==> src/rtl/glitch_pkg.sv <==
// Shared command codes, ack codes and parser state encoding for the glitcher host interface.
package glitch_pkg;

  localparam logic [7:0] CMD_ESC     = 8'h00;
  localparam logic [7:0] CMD_SYS_RST = 8'hFF;
  localparam logic [7:0] CMD_BRD_RST = 8'hFE;
  localparam logic [7:0] CMD_ARM     = 8'hFC;
  localparam logic [7:0] CMD_DISARM  = 8'hFD;
  localparam logic [7:0] CMD_WIDTH   = 8'h10;
  localparam logic [7:0] CMD_PULSES  = 8'h11;
  localparam logic [7:0] CMD_DELAY0  = 8'h20;
  localparam logic [7:0] CMD_DELAY1  = 8'h21;
  localparam logic [7:0] CMD_DELAY2  = 8'h22;
  localparam logic [7:0] CMD_DELAY3  = 8'h23;

  localparam logic [7:0] ACK_OK  = 8'hAA;
  localparam logic [7:0] ACK_ERR = 8'hEE;

  typedef enum logic [1:0] {StIdle, StEsc, StArg, StPass} state_e;

  // Commands that take one argument byte.
  function automatic logic is_arg_cmd(input logic [7:0] b);
    return (b == CMD_WIDTH) || (b == CMD_PULSES) || (b == CMD_DELAY0) || (b == CMD_DELAY1) ||
           (b == CMD_DELAY2) || (b == CMD_DELAY3);
  endfunction

endpackage

==> src/rtl/rst_stretch.sv <==
// Stretches a load strobe into a level held for CYCLES clocks; a new load restarts the count.
module rst_stretch #(
  parameter int unsigned CYCLES = 1200
) (
  input  logic i_clk,
  input  logic i_rst,
  input  logic i_load,
  output logic o_level
);

  localparam int unsigned W = $clog2(CYCLES + 1);

  logic [W-1:0] r_cnt;

  always_ff @(posedge i_clk or posedge i_rst) begin
    if (i_rst) begin
      r_cnt <= '0;
    end else if (i_load) begin
      r_cnt <= W'(CYCLES);
    end else if (r_cnt != '0) begin
      r_cnt <= r_cnt - W'(1);
    end
  end

  assign o_level = (r_cnt != '0);

endmodule

==> src/rtl/glitch_cmd_ctrl.sv <==
// Host command parser/sequencer: decodes 0x00-escaped commands, forwards other traffic to target.
// Optional build macro CMD_ACK_EN adds a per-command ack byte stream back to the host.
module glitch_cmd_ctrl
  import glitch_pkg::*;
#(
  parameter int unsigned BOARD_RST_CYCLES = 1200,
  parameter int unsigned TIMEOUT_CYCLES   = 120000
) (
  input  logic        i_clk,
  input  logic        i_rst,
  input  logic [7:0]  i_rx_data,
  input  logic        i_rx_valid,
  output logic [7:0]  o_pt_data,
  output logic        o_pt_valid,
  input  logic        i_pt_rdy,
  output logic [7:0]  o_cfg_width,
  output logic [7:0]  o_cfg_pulses,
  output logic [31:0] o_cfg_delay,
  output logic        o_glitch_arm,
  input  logic        i_glitch_done,
  output logic        o_board_rst,
  output logic        o_sys_rst_req,
  output logic        o_err_unknown,
  output logic        o_err_overflow,
  output logic [7:0]  o_ack_data,
  output logic        o_ack_valid
);

  state_e      r_state, w_state;
  logic [7:0]  r_sel, w_sel, r_remaining, w_remaining, r_pt_data, w_pt_data;
  logic [7:0]  r_width, w_width, r_pulses, w_pulses;
  logic [31:0] r_delay, w_delay, r_gap, w_gap;
  logic        r_pt_valid, w_pt_valid, r_arm, w_arm, r_sys_rst, w_sys_rst;
  logic        r_err_unk, w_err_unk, r_err_ovf, w_err_ovf;
  logic        w_brd_load, w_timeout, w_ack_fire;
  logic [7:0]  w_ack_code;

  always_ff @(posedge i_clk or posedge i_rst) begin
    if (i_rst) begin
      r_state     <= StIdle;
      r_sel       <= '0;
      r_remaining <= '0;
      r_pt_data   <= '0;
      r_pt_valid  <= 1'b0;
      r_width     <= '0;
      r_pulses    <= '0;
      r_delay     <= '0;
      r_gap       <= '0;
      r_arm       <= 1'b0;
      r_sys_rst   <= 1'b0;
      r_err_unk   <= 1'b0;
      r_err_ovf   <= 1'b0;
    end else begin
      r_state     <= w_state;
      r_sel       <= w_sel;
      r_remaining <= w_remaining;
      r_pt_data   <= w_pt_data;
      r_pt_valid  <= w_pt_valid;
      r_width     <= w_width;
      r_pulses    <= w_pulses;
      r_delay     <= w_delay;
      r_gap       <= w_gap;
      r_arm       <= w_arm;
      r_sys_rst   <= w_sys_rst;
      r_err_unk   <= w_err_unk;
      r_err_ovf   <= w_err_ovf;
    end
  end

  always_comb begin
    w_state     = r_state;
    w_sel       = r_sel;
    w_remaining = r_remaining;
    w_pt_data   = r_pt_data;
    w_pt_valid  = r_pt_valid;
    w_width     = r_width;
    w_pulses    = r_pulses;
    w_delay     = r_delay;
    w_arm       = r_arm;
    w_err_unk   = r_err_unk;
    w_err_ovf   = r_err_ovf;
    w_sys_rst   = 1'b0;
    w_brd_load  = 1'b0;
    w_ack_fire  = 1'b0;
    w_ack_code  = ACK_OK;
    w_timeout   = (r_state != StIdle) && !i_rx_valid && (r_gap >= 32'(TIMEOUT_CYCLES - 1));
    w_gap       = (i_rx_valid || (r_state == StIdle)) ? '0 : r_gap + 32'd1;

    if (r_pt_valid && i_pt_rdy) w_pt_valid = 1'b0;
    // Applied before decode so a same-cycle arm command overrides it.
    if (i_glitch_done) w_arm = 1'b0;

    if (w_timeout) begin
      w_state = StIdle;
      w_gap   = '0;
      if (r_state != StPass) begin
        w_ack_fire = 1'b1;
        w_ack_code = ACK_ERR;
      end
    end else if (i_rx_valid) begin
      unique case (r_state)
        StIdle: begin
          if (i_rx_data == CMD_ESC) begin
            w_state = StEsc;
          end else begin
            w_state     = StPass;
            w_remaining = i_rx_data;
          end
        end
        StEsc: begin
          w_state    = StIdle;
          w_ack_fire = 1'b1;
          if (i_rx_data == CMD_ESC) begin
            w_state    = StEsc;
            w_ack_fire = 1'b0;
          end else if (i_rx_data == CMD_SYS_RST) begin
            w_sys_rst = 1'b1;
            w_width   = '0;
            w_pulses  = '0;
            w_delay   = '0;
            w_arm     = 1'b0;
            w_err_unk = 1'b0;
            w_err_ovf = 1'b0;
          end else if (i_rx_data == CMD_BRD_RST) begin
            w_brd_load = 1'b1;
          end else if (i_rx_data == CMD_ARM) begin
            w_arm = 1'b1;
          end else if (i_rx_data == CMD_DISARM) begin
            w_arm = 1'b0;
          end else if (is_arg_cmd(i_rx_data)) begin
            w_sel      = i_rx_data;
            w_state    = StArg;
            w_ack_fire = 1'b0;
          end else begin
            w_err_unk  = 1'b1;
            w_ack_code = ACK_ERR;
          end
        end
        StArg: begin
          w_state    = StIdle;
          w_ack_fire = 1'b1;
          case (r_sel)
            CMD_WIDTH:  w_width        = i_rx_data;
            CMD_PULSES: w_pulses       = i_rx_data;
            CMD_DELAY0: w_delay[7:0]   = i_rx_data;
            CMD_DELAY1: w_delay[15:8]  = i_rx_data;
            CMD_DELAY2: w_delay[23:16] = i_rx_data;
            CMD_DELAY3: w_delay[31:24] = i_rx_data;
            default: ;
          endcase
        end
        StPass: begin
          if (r_pt_valid && !i_pt_rdy) begin
            w_err_ovf = 1'b1;
          end else begin
            w_pt_data  = i_rx_data;
            w_pt_valid = 1'b1;
          end
          w_remaining = r_remaining - 8'd1;
          if (r_remaining <= 8'd1) w_state = StIdle;
        end
      endcase
    end
  end

  rst_stretch #(
    .CYCLES(BOARD_RST_CYCLES)
  ) u_brd_rst (
    .i_clk  (i_clk),
    .i_rst  (i_rst),
    .i_load (w_brd_load),
    .o_level(o_board_rst)
  );

`ifdef CMD_ACK_EN
  logic       r_ack_valid;
  logic [7:0] r_ack_data;

  always_ff @(posedge i_clk or posedge i_rst) begin
    if (i_rst) begin
      r_ack_valid <= 1'b0;
      r_ack_data  <= '0;
    end else begin
      r_ack_valid <= w_ack_fire;
      r_ack_data  <= w_ack_fire ? w_ack_code : 8'h00;
    end
  end

  assign o_ack_valid = r_ack_valid;
  assign o_ack_data  = r_ack_data;
`else
  logic w_ack_unused;
  assign w_ack_unused = ^{w_ack_fire, w_ack_code};
  assign o_ack_valid  = 1'b0;
  assign o_ack_data   = 8'h00;
`endif

  assign o_pt_data      = r_pt_data;
  assign o_pt_valid     = r_pt_valid;
  assign o_cfg_width    = r_width;
  assign o_cfg_pulses   = r_pulses;
  assign o_cfg_delay    = r_delay;
  assign o_glitch_arm   = r_arm;
  assign o_sys_rst_req  = r_sys_rst;
  assign o_err_unknown  = r_err_unk;
  assign o_err_overflow = r_err_ovf;

endmodule

==> config.mk <==
export PLATFORM = sky130hd
export DESIGN_NAME = glitch_cmd_ctrl
export DESIGN_NICKNAME = d
export VERILOG_FILES = /design/src/rtl/glitch_pkg.sv /design/src/rtl/rst_stretch.sv /design/src/rtl/glitch_cmd_ctrl.sv
export SDC_FILE = /design/constraint.sdc
export NUM_CORES = 1
export LEC_CHECK = 0
export CAP_MARGIN = 5
export CORE_UTILIZATION = 40
export CTS_BUF_LIST = sky130_fd_sc_hd__clkbuf_8
export CTS_CLUSTER_DIAMETER = 40
export DETAILED_ROUTE_END_ITERATION = 6
export PLACE_DENSITY = 0.64
export SYNTH_ARGS = -nofsm -noshare
export SYNTH_HDL_FRONTEND = slang
export SYNTH_HIERARCHICAL = 1
export SYNTH_SLANG_ARGS = --single-unit
==> constraint.sdc <==
create_clock -name i_clk -period 4.05 [get_ports i_clk]
set_input_delay 0.405 -clock i_clk [delete_from_list [all_inputs] [get_ports i_clk]]
set_output_delay 0.405 -clock i_clk [all_outputs]
set_load 0.01 [all_outputs]
==> impl_metrics.toml <==
[run_status]
status = "finished, final reports clean"

[final_layout]
diodes = 0
drive_above_1_share_pct = 11.4
fillers = 1123
final_nets = 592
syn_to_final_growth_pct = 26.6
fin_area_um2 = 6730

[clock_network]
htreeDepth = 4
post-cts-setup-buffers = 0
cts_root_buf = "clkbuf_8"
clk_latency_ns = 0.44
clk_pin_slew_ns = 0.07
cts_buffers = 17
cts_resized = 0
cts_tree = "built"
holdBufCountCts = 0
cts_num_sinks = 122
clockBufferDepth = 2

[power_and_ir_drop]
p_total_mw = 3.32
p_sw_uw = 913
p_sw_share_pct = 27.5
ir_drop_mv = 0.287
p_leak_nw = 2.80
clock_power_share_pct = 37.5
seq_power_share_pct = 45.3
power_density_nw_per_um2 = 493
p_int_mw = 2.40
combPwrFrac_pct = 17.2

[min_path]
hp-class = "in2async"

[flow_run]
max_cap_viol_count = 0

[synthesis]
avgSynthCellArea_um2 = 11.1
synth_area_um2 = 5310
ys.flop_type = "dfrtp_1"
synth-seq-cells = 122
yosysSeqAreaShare_pct = 57.5
synth_cell_type_count = 63
syn_inst = 478
synth-edff-count = 0
async_flop_share_pct = 100
synth_warnings = 6

[floorplanning]
core-area_um2 = 12800
die_h_um = 117
die_area_um2 = 13700
ios = 84
die_x_um = 117
start_util_pct = 41.6
rows = 41

[timing]
worstMarginPinSlew_ns = 0.903
setup-violations-final = 0
relSlewSlack_pct = 39.8
finalSetupTns_ns = 0
slew_violations = 0
rsz0062_at_grt = "false"
fin_crit_ns = 2.59
period_share_pct = 64.0
final-hold-violation-count = 0
clock.fmax_mhz = 386
finClkSkew_ns = 0.0107

[route]
firstDrtPassIters = 6
antenna_left = 0
drt-total-wl_um = 12600
drc = 0
wire_per_inst_um = 16.6
via_per_inst = 5.27
drt_iter0_drc = 252
via_count = 4008

[critical_path]
critPathMaxFanout = 4
worst_setup_path_start_kind = "flop"
cp.arrival_ns = 2.19
crit_required_ns = 3.64
worstSetupEndpointType = "primary output"
criticalPathCategory = "reg2out"

[place]
post-dp-hpwl_um = 8710
portBuffers = 74
place_congestion = 0.815
dpl_cell_area_um2 = 6270

[global_route]
overflow = 0
grt_pass1_wl_um = 20200
first_global_vias = 3844
track_usage_pct = 20.0
antenna_found_initial = 0
grt_start_max_net_pins = 76
[Yosys cell counts (all sizes together) (4+ instances only)]
cell | instances | area [um^2]
xnor2 | 4 | 35.0
nand3 | 8 | 40.0
xor2 | 11 | 96.3
nand2b | 4 | 25.0
nand2 | 50 | 188
mux2 | 13 | 150
nor3b | 4 | 41.3
o21ai | 32 | 160
nor3 | 9 | 45.0
ha | 4 | 50.1
dfrtp | 122 | 3050
nand4 | 7 | 43.8
inv | 12 | 45.0
o2bb2ai | 32 | 280
nor4 | 10 | 83.8
nor2 | 41 | 154
clkbuf | 10 | 38.8
a21oi | 19 | 95.1
or4 | 6 | 48.8
buf | 15 | 98.8
nor4b | 5 | 56.3
a31oi | 10 | 87.6
and2 | 6 | 37.5
[power groups by stage]
| stage | clock network (mW) | logic [mW] | registers (mW) |
|---|---|---|---|
| 4_1_cts | 1.27 | 0.577 | 1.50 |
| 3_3_place_gp | 0 | 0.560 | 1.52 |
| 3_5_place_dp | 0 | 0.573 | 1.52 |
| 2_1_floorplan | 0 | 0.352 | 1.51 |
| 5_1_grt | 1.33 | 0.638 | 1.53 |
| 6_report | 1.24 | 0.571 | 1.50 |
[registers in the layout, summed over array words and instances (netlist names)]
name / count
o_err_unknown: 1
o_cfg_delay: 32
r_remaining: 8
r_gap: 32
o_pt_data: 8
o_pt_valid: 1
o_cfg_pulses: 8
o_sys_rst_req: 1
r_sel: 8
r_state: 2
o_err_overflow: 1
o_glitch_arm: 1
u_brd_rst/r_cnt: 11
o_cfg_width: 8
[path summary, 6_finish.rpt]
| path | from | to | slack (ns) | depth (start not counted) |
|---|---|---|---|---|
| worst max-delay path | u_brd_rst/r_cnt[0]$_DFFE_PP0P_ | o_board_rst | 1.46 | 5 |
| worst min-delay path | i_rst | u_brd_rst/r_cnt[0]$_DFFE_PP0P_ | 0.35 | 2 |
| worst max register to register | r_gap[11]$_DFF_PP0_ | r_gap[5]$_DFF_PP0_ | 1.77 | 4 |
| worst min register to register | r_gap[0]$_DFF_PP0_ | r_gap[0]$_DFF_PP0_ | 0.47 | 1 |
| max in group asynchronous | i_rst | r_gap[22]$_DFF_PP0_ | 2.69 | 3 |
| min in group i_clk | r_gap[0]$_DFF_PP0_ | r_gap[0]$_DFF_PP0_ | 0.47 | 1 |
[layout make-up]
cell class,instances,area (um^2),area share [%]
tap,172,215,3.20
timing repair buffer,80,786,11.7
sequential,122,3050,45.4
clock buffer,19,262,3.89
multi-input combinational,342,2160,32.2
clock inverter,13,200,2.98
inverter,12,47.5,0.707
[metal layers]
| metal | up-vias | global-route usage [%] | share of wire (%) |
|---|---|---|---|
| li1 | 1899 | - | - |
| met5 | - | 0 | 0 |
| met2 | 92 | 30.0 | 47 |
| met4 | 0 | 7.76 | 1.6 |
| met1 | 2000 | 27.4 | 48 |
| met3 | 17 | 5.72 | 3.9 |
[cells by family after synthesis]
group	count (synthesis)	share of synthesized area [%]
adders and majority gates	4	0.942
xor gates and xnor gates	15	2.47
muxes	15	3.20
other	1	0.0706
AOI/OAI and AO/OA	116	15.3
buffers and inverters	37	3.44
and+or+nand+nor	168	17.1
DFF	122	57.5
[stage by stage]
stage / hold slack [ns] / utilization [%] / cells / setup slack, ns
2_1_floorplan: 0.257 / - / 501 / 0.714
3_3_place_gp: 0.441 / 49.1 / 728 / 1.28
3_5_place_dp: 0.452 / 49.1 / 728 / 1.25
4_1_cts: 0.349 / 52.7 / 760 / 1.43
5_1_grt: 0.365 / 52.7 / 760 / 1.29
6_report: 0.353 / 52.7 / 760 / 1.46
[worst max-delay path: stages (launching register included)]
cell and delay [ns]:
dfrtp_1 0.41, inv_1 0.07, ha_1 0.18, nor4b_2 0.37
nand3_1 0.19, clkdlybuf4s50_1 0.53
[placed cells by master, fill, tap and decap left out, types with 3 or more instances in the layout]
master	n
conb_1	24
clkbuf_8	19
xor2_1	11
nor3b_1	3
bufinv_16	5
o2bb2ai_1	32
xnor2_1	4
a22oi_1	3
nor2_1	41
a31oi_2	4
nor3_1	9
o21ai_0	29
nor4b_1	3
o21ai_1	3
nand2b_1	4
dfrtp_1	122
a21oi_1	19
buf_4	6
o22a_1	3
and2_1	6
nor4_1	8
clkdlybuf4s50_1	74
a2bb2oi_1	3
nand3_1	8
a31oi_1	6
nand2_1	50
and3_1	3
mux2_2	11
nand4_1	7
or4_1	5
inv_1	12
ha_1	4
No activity file was read; power rests on OpenSTA's default activity.
